### config.mk
export PLATFORM = sky130hd
export DESIGN_NAME = alarm_clock_ctrl
export DESIGN_NICKNAME = d
export VERILOG_FILES = /design/src/rtl/alarm_clock_ctrl.sv
export SDC_FILE = /design/constraint.sdc
export NUM_CORES = 1
export LEC_CHECK = 0
export BUFFER_PORTS_ARGS = -buffer_cell sky130_fd_sc_hd__buf_2
export CORE_MARGIN = 3
export CORE_UTILIZATION = 35
export CTS_CLUSTER_DIAMETER = 40
export CTS_CLUSTER_SIZE = 25
export DETAILED_ROUTE_END_ITERATION = 10
export SYNTH_ARGS = -nofsm -noshare
export SYNTH_HDL_FRONTEND = slang
export SYNTH_SLANG_ARGS = --single-unit
### constraint.sdc
create_clock -name clk -period 1.8 [get_ports clk]
set_clock_uncertainty 0.05 [all_clocks]
set_input_delay 0.18 -clock clk [delete_from_list [all_inputs] [get_ports clk]]
set_output_delay 0.18 -clock clk [all_outputs]
set_load 0.005 [all_outputs]
### src/rtl/alarm_clock_ctrl.sv
// Alarm-clock mode/sequencing controller: 1 Hz prescaler, RUN/SET FSM,
// per-field counter strobes, set-mode timeout, blink and buzzer.
module alarm_clock_ctrl #(
  parameter int CLK_HZ    = 100_000_000,
  parameter int TIMEOUT_S = 30,
  parameter int RING_S    = 60
) (
  input  logic       clk,
  input  logic       rst,
  input  logic       btn_mode,
  input  logic       btn_up,
  input  logic       btn_down,
  input  logic       alarm_en,
  input  logic       sec_wrap,
  input  logic       min_wrap,
  input  logic       time_match,
  output logic       tick_1hz,
  output logic       sec_en,
  output logic       tmin_en,
  output logic       thr_en,
  output logic       amin_en,
  output logic       ahr_en,
  output logic       cnt_up,
  output logic [2:0] mode,
  output logic       blink,
  output logic       buzzer
);

  typedef enum logic [2:0] {
    RUN    = 3'd0,
    SET_TH = 3'd1,
    SET_TM = 3'd2,
    SET_AH = 3'd3,
    SET_AM = 3'd4
  } state_t;

  localparam int PW = $clog2(CLK_HZ);
  localparam int TW = $clog2(TIMEOUT_S + 1);
  localparam int RW = $clog2(RING_S + 1);

  state_t        r_state;
  state_t        w_next;
  logic [PW-1:0] r_pre;
  logic [TW-1:0] r_to;
  logic [RW-1:0] r_ring;
  logic          r_mode_q, r_up_q, r_dn_q;
  logic          r_tick, r_blink, r_buzzer, r_blk;
  logic          r_sec, r_tmin, r_thr, r_amin, r_ahr, r_up;

  logic w_mode_e, w_up_e, w_dn_e, w_any_e;
  logic w_pre_end, w_live, w_adj;

  assign w_mode_e  = btn_mode & ~r_mode_q;
  assign w_up_e    = btn_up & ~r_up_q;
  assign w_dn_e    = btn_down & ~r_dn_q;
  assign w_any_e   = w_mode_e | w_up_e | w_dn_e;
  assign w_adj     = w_up_e ^ w_dn_e;
  assign w_pre_end = (r_pre == PW'(CLK_HZ - 1));
  // Time keeps running in RUN and while editing the alarm fields
  assign w_live    = (r_state == RUN) || (r_state == SET_AH)
                  || (r_state == SET_AM);

  always_comb begin
    w_next = RUN;
    unique case (r_state)
      RUN:     w_next = SET_TH;
      SET_TH:  w_next = SET_TM;
      SET_TM:  w_next = SET_AH;
      SET_AH:  w_next = SET_AM;
      SET_AM:  w_next = RUN;
      default: w_next = RUN;
    endcase
  end

  always_ff @(posedge clk) begin
    if (rst) begin
      r_state  <= RUN;
      r_pre    <= '0;
      r_to     <= '0;
      r_ring   <= '0;
      r_mode_q <= 1'b1;
      r_up_q   <= 1'b1;
      r_dn_q   <= 1'b1;
      r_tick   <= 1'b0;
      r_blink  <= 1'b0;
      r_buzzer <= 1'b0;
      r_blk    <= 1'b0;
      r_sec    <= 1'b0;
      r_tmin   <= 1'b0;
      r_thr    <= 1'b0;
      r_amin   <= 1'b0;
      r_ahr    <= 1'b0;
      r_up     <= 1'b1;
    end else begin
      r_mode_q <= btn_mode;
      r_up_q   <= btn_up;
      r_dn_q   <= btn_down;
      r_pre    <= w_pre_end ? '0 : r_pre + PW'(1);
      r_tick   <= w_pre_end;

      r_sec  <= 1'b0;
      r_tmin <= 1'b0;
      r_thr  <= 1'b0;
      r_amin <= 1'b0;
      r_ahr  <= 1'b0;
      r_up   <= 1'b1;

      if (w_live && r_tick) begin
        r_sec  <= 1'b1;
        r_tmin <= sec_wrap;
        r_thr  <= sec_wrap & min_wrap;
      end

      // Re-arm only once the match has gone away
      if (!time_match)
        r_blk <= 1'b0;

      if (r_buzzer) begin
        if (w_any_e || !alarm_en
            || (r_tick && r_ring == RW'(RING_S - 1))) begin
          r_buzzer <= 1'b0;
          r_blk    <= 1'b1;
        end else if (r_tick) begin
          r_ring <= r_ring + RW'(1);
        end
      end else if (w_live && r_tick && alarm_en
                   && time_match && !r_blk) begin
        r_buzzer <= 1'b1;
        r_ring   <= '0;
      end

      if (r_buzzer && w_any_e) begin
        r_to <= '0;
      end else if (w_mode_e) begin
        r_state <= w_next;
        r_to    <= '0;
        if (w_next == RUN)
          r_blink <= 1'b0;
      end else if (r_state != RUN) begin
        if (w_adj) begin
          r_up <= w_up_e;
          unique case (r_state)
            SET_TH:  r_thr  <= 1'b1;
            SET_TM:  r_tmin <= 1'b1;
            SET_AH:  r_ahr  <= 1'b1;
            SET_AM:  r_amin <= 1'b1;
            default: ;
          endcase
        end
        if (w_any_e) begin
          r_to <= '0;
        end else if (r_tick) begin
          if (r_to == TW'(TIMEOUT_S - 1)) begin
            r_state <= RUN;
            r_to    <= '0;
            r_blink <= 1'b0;
          end else begin
            r_to    <= r_to + TW'(1);
            r_blink <= ~r_blink;
          end
        end
      end
    end
  end

  assign tick_1hz = r_tick;
  assign sec_en   = r_sec;
  assign tmin_en  = r_tmin;
  assign thr_en   = r_thr;
  assign amin_en  = r_amin;
  assign ahr_en   = r_ahr;
  assign cnt_up   = r_up;
  assign mode     = r_state;
  assign blink    = r_blink;
  assign buzzer   = r_buzzer;

endmodule

## Word-level counts from Yosys, hierarchy flattened

Cells that the tools add are included.

- Flip-flop bits (word level): 54
- Input port bits: 9
- Output and inout port bits: 12
- Logic and storage cells: 112

- $add $sub $neg: 3
- Equality and inequality tests: 11
- Mux-type cells: 40
- Bitwise operators: 14
- Reduce and logical (&&, ||, !) cells: 27

Operators by type and width:

| kind | number |
|---|---|
| 27-bit by 1-bit adder with 27-bit output (second input constant) | 1 |
| 27-bit equality test (second input constant) | 1 |
| 1-bit 2-to-1 mux | 27 |
| 6-bit 2-to-1 mux | 4 |
| 3-bit 2-to-1 mux | 5 |
| 5-bit 2-to-1 mux | 3 |
| 3-bit one-hot mux with 4 select lines | 1 |
| 5-bit AND reduction | 2 |
| 2-bit nonzero test | 5 |
| 1-bit inverter | 7 |
| 6-bit by 1-bit adder with 6-bit output (second input constant) | 1 |
| 3-bit by 2-bit equality test with 1-bit output (second input constant) | 2 |
| 6-bit equality test (second input constant) | 1 |
| 1-bit logical AND | 6 |
| 3-bit logical NOT | 2 |
| 2-bit inequality test (second input constant) | 3 |
| 5-bit by 1-bit adder with 5-bit output (second input constant) | 1 |
| 5-bit equality test (second input constant) | 1 |
| 5-bit OR reduction | 1 |
| 1-bit bitwise AND | 4 |
| 1-bit logical OR | 4 |
| 3-bit by 1-bit equality test with 1-bit output (second input constant) | 1 |
| 3-bit equality test (second input constant) | 1 |
| 3-bit AND reduction | 1 |
| 8 further kinds | 10 |

## Logic depth before layout (Yosys ltp)

- Depth after elaboration: 10
- Depth in mapped cells: 7

## Worst setup path after synthesis

No wires, ideal clock.

- Path kind: reg-to-reg
- From: register r_ring[0]
- To: register r_ring[4]
- Library setup time: 0.070 ns
- Arrival time: 1.709 ns
- Data required time: 1.680 ns
- Path slack: -0.029 ns
- Cell stages (with the launch flop): 8
- Buffers on the path: 1
- Period minus slack after synthesis: 1.829 ns
- Path through: dfxtp_1 ha_1 and4b_1 nand3_1 a41oi_2 buf_6 or4_1 a21oi_1

- Word-level cells in the longest chain between the ends: 5

RTL lines:

| item | RTL line | RTL |
|---|---|---|
| start, declared | 45 | `logic [RW-1:0] r_ring;` |
| start signal, assigned | 124 | `r_ring <= r_ring + RW'(1);` |
| parallel branches: the longest is 5 deep, another holds 6-bit by 1-bit adder with 6-bit output | -- |  |

Parallel ways; which one is timed is not known. The select of a mux whose other input is x is not followed.
A chain may end at the register's enable or synchronous reset.

## Worst setup path after layout

- From: register r_state[2] (netlist: mode[2])
- To: register r_ring[5]

- Word-level cells in the longest chain between the ends: 9

RTL lines:

| item | RTL line | RTL |
|---|---|---|
| start, declared | 41 | `state_t r_state;` |
| start signal, assigned | 135 | `r_state <= w_next;` |
| 3-bit by 2-bit equality test with 1-bit output or 3-bit logical NOT (tied branches) | 60 | `assign w_live = (r_state == RUN) \|\| (r_state == SET_AH)` |
| 1-bit logical OR | 60 |  |
| 1-bit logical OR (*) | 61 | `\|\| (r_state == SET_AM);` |
| 1-bit logical AND (*) (2 in a row) | 126 | `end else if (w_live && r_tick && alarm_en` |
| 1-bit logical AND (*) (2 in a row) | 127 | `&& time_match && !r_blk) begin` |
| 2-bit nonzero test (no source line) (*) | -- |  |
| 3-bit AND reduction (no source line) (*) | -- |  |

Mark *: on every way between the ends. The rest lies on a longest branch, timed or not.

==> results.yml <==
power:
  max-vdd-ir-drop_mv: 0.408
  p_leak_nw: 1.11
  total_power_w: 0.00200
  pwr_density_cell_nw_per_um2: 676
min_path:
  min_path_type: "in -> reg"
  min-delay-start: "btn_down"
  hold_path_depth: 2
  hold_end: "r_dn_q$_SDFF_PP1_"
final_layout:
  final_nets: 332
  stdcell_area_um2: 2960
  seqCellArea_um2: 1090
  multi_input_area_um2: 1360
  final_cell_mix: "dfxtp_1, nor2_1, buf_4, nand2_1, buf_2"
  final_common_cell: "dfxtp_1"
  area_delta_synth_final_pct: 22.0
  drive_gt1_frac: 0.256
  n_antenna_cell: 0
  nFillCells: 648
synth:
  synth_area_um2: 2430
  async_flop_share: 0
  synth_area_leaders: "dfxtp_1, nor2_1, xor2_1, xnor2_1, nand2_1"
  synth-edff-count: 0
  ys_seq_elements: 54
  netlist-cell-type-count: 46
  postSynthCellCount: 276
  synth_fa_ha_area_frac: 0.0206
  synth-warning-count: 0
  synth_nets: 289
  synth_compound_area_frac: 0.0844
  synth_xor_xnor_area_share: 0.101
  syn_avg_cell_area_um2: 8.80
  synth_area_leader_cell: "dfxtp_1"
  muxShareOfSynthArea: 0.00824
  ys.flop_type: "dfxtp_1"
  ys_seq_area_frac: 0.445
  yosys.area.top_type_share: 0.445
  yosys.area_share.simple: 0.313
  synth_top_family_by_area: "simple AND/OR/NAND/NOR gates"
flow_run:
  cap_violations: 0
clock_tree:
  numCtsBuffers: 5
  insertion_delay_ps: 300
  htree_levels: 2
  cts_hold_buf: 0
  clock_path_buffers: 2
  cts-root-buf: "clkbuf_8"
  clkSinkCount: 54
  cts_tree: "built"
  clk_pin_slew_ps: 100
timing:
  slew_viol_final: 0
  hold_viol_final: 0
  slew_headroom: 0.693
  tightest_slew_ps: 460
  timing.final.crit_share: 0.982
  setup_violations: 0
  fmax_mhz: 566
  min_period_ps: 1770
  grt_setup_unrepaired: "yes"
  hold_slack_ps: 16.2
setup_path:
  r2r_slack_ps: 30
  critPathMaxFanout: 7
  worst_ep_arrival_time_ps: 1910
  worstReg2RegEnd: "r_ring[5]$_SDFFE_PP0P_"
  critical_path_required_ps: 1940
  r2r_start: "mode[2]$_SDFFE_PP0P_"
  reg2reg_depth: 6
  cp-start-kind: "register"
  end_kind: "register"
  path_class: "reg -> reg"
placement:
  numPortBuffers: 20
  postPlaceCellArea_um2: 2760
  place.gp.congestion: 0.842
  dp_hpwl_mm: 3.46
global_routing:
  grt_max_degree: 24
  grt_pass1_vias: 1907
  grt.overflow.total: 0
  grt_pass1_wl_mm: 8.43
  antenna_found_initial: 0
  grt_util_all_layers: 0.132
floorplan:
  die_area_um2: 7980
  row_count: 29
  io_pins: 21
  die_w_um: 89.3
  die_h_um: 89.3
  coreArea_um2: 6530
  initial_core_util: 0.372
detailed_routing:
  via_per_inst: 5.10
  firstDrtPassIters: 4
  drt_iter0_markers: 47
  drt_wl_total_mm: 5.05
  ant_nets: 0
  num_vias: 2023
  drc: 0
  wl_per_cell_um: 12.7
status:
  outcome: "completed"
-- sequential cells by signal, summed over array words and instances, names as in the netlist --
| name | cells |
|---|---|
| ahr_en | 1 |
| amin_en | 1 |
| blink | 1 |
| buzzer | 1 |
| cnt_up | 1 |
| mode | 3 |
| r_blk | 1 |
| r_dn_q | 1 |
| r_mode_q | 1 |
| r_pre | 27 |
| r_ring | 6 |
| r_to | 5 |
| r_up_q | 1 |
| sec_en | 1 |
| thr_en | 1 |
| tick_1hz | 1 |
| tmin_en | 1 |
-- metrics by stage --
stage               instances  setup WS [ps]  setup TNS [ps]  utilization
finish                    397           32.5               0        0.454
CTS                       394          0.168               0        0.440
global placement          386           16.9               0        0.423
floorplan                 276          -19.6            -365            -
global route              397          -35.1            -101        0.454
detailed placement        386          -11.4           -20.2        0.423
-- report_power, final --
group          leakage (nW)  switching (W)  internal (W)
Clock                0.0482       0.000389      0.000312
Combinational         0.618      0.0000530     0.0000414
Sequential            0.439     0.00000648       0.00120
-- cells in the mapped netlist (2+ instances only) --
cell	number
xnor2_1	12
nor2_1	42
dfxtp_1	54
and3_1	5
clkbuf_1	6
nor3b_1	2
xor2_1	16
nor2b_1	5
mux2i_1	2
and4_1	5
or4_1	3
buf_2	3
nand2b_1	3
nor4_1	4
inv_1	5
nand3_1	13
or2_2	5
ha_1	4
nand2_1	22
nor3_1	8
o31ai_1	3
nand4_1	13
or3_1	3
o21ai_0	6
a21oi_1	11
-- critical path: stages (launching register included) --
cell and delay (ps):
dfxtp_2 350, nand3b_1 230, a211oi_4 340, a41oi_4 90, buf_4 180, o31ai_1 330, a21oi_2 100
-- routing by layer --
metal  GRT usage  part of all wire  up-vias
met5           0                 0        -
met2       0.217              0.47       25
met4      0.0379             0.013        0
li1            -                 -     1051
met1       0.173              0.49      940
met3      0.0304             0.029        7
-- layout make-up --
type,instances,area share
clock buffers,7,0.0291
clock inverters,1,0.00169
inverters,5,0.00633
multi-input cells,207,0.459
flip-flops and latches,54,0.368
well taps,77,0.0325
repair buffers,46,0.104
-- worst max path at each step --
stage,to,start,slack [ps],depth (start not counted)
after floorplan,r_pre[22]$_SDFF_PP0_,r_pre[0]$_SDFF_PP0_,-20,7
after global placement,r_ring[4]$_SDFFE_PP0P_,btn_mode,20,6
after detailed placement,r_ring[4]$_SDFFE_PP0P_,btn_down,-10,6
after CTS,r_ring[3]$_SDFFE_PP0P_,mode[0]$_SDFFE_PP0P_,0.2,5
after global routing,r_pre[21]$_SDFF_PP0_,r_pre[9]$_SDFF_PP0_,-40,5
final,r_ring[5]$_SDFFE_PP0P_,mode[2]$_SDFFE_PP0P_,30,6
-- logic make-up after synthesis --
| family | Yosys count |
|---|---|
| simple gates | 143 |
| xor+xnor | 28 |
| flops | 54 |
| mux | 2 |
| compound gates | 30 |
| buf+inv | 15 |
| fa+ha+maj | 4 |
-- timing repair --
item                                    in CTS  in global routing
buffers inserted                             0                  3
pin swaps                                    2                  8
gates resized for setup                      4                 21
endpoints found under the setup margin       3                 33
Power figures use the tool's default switching activity.
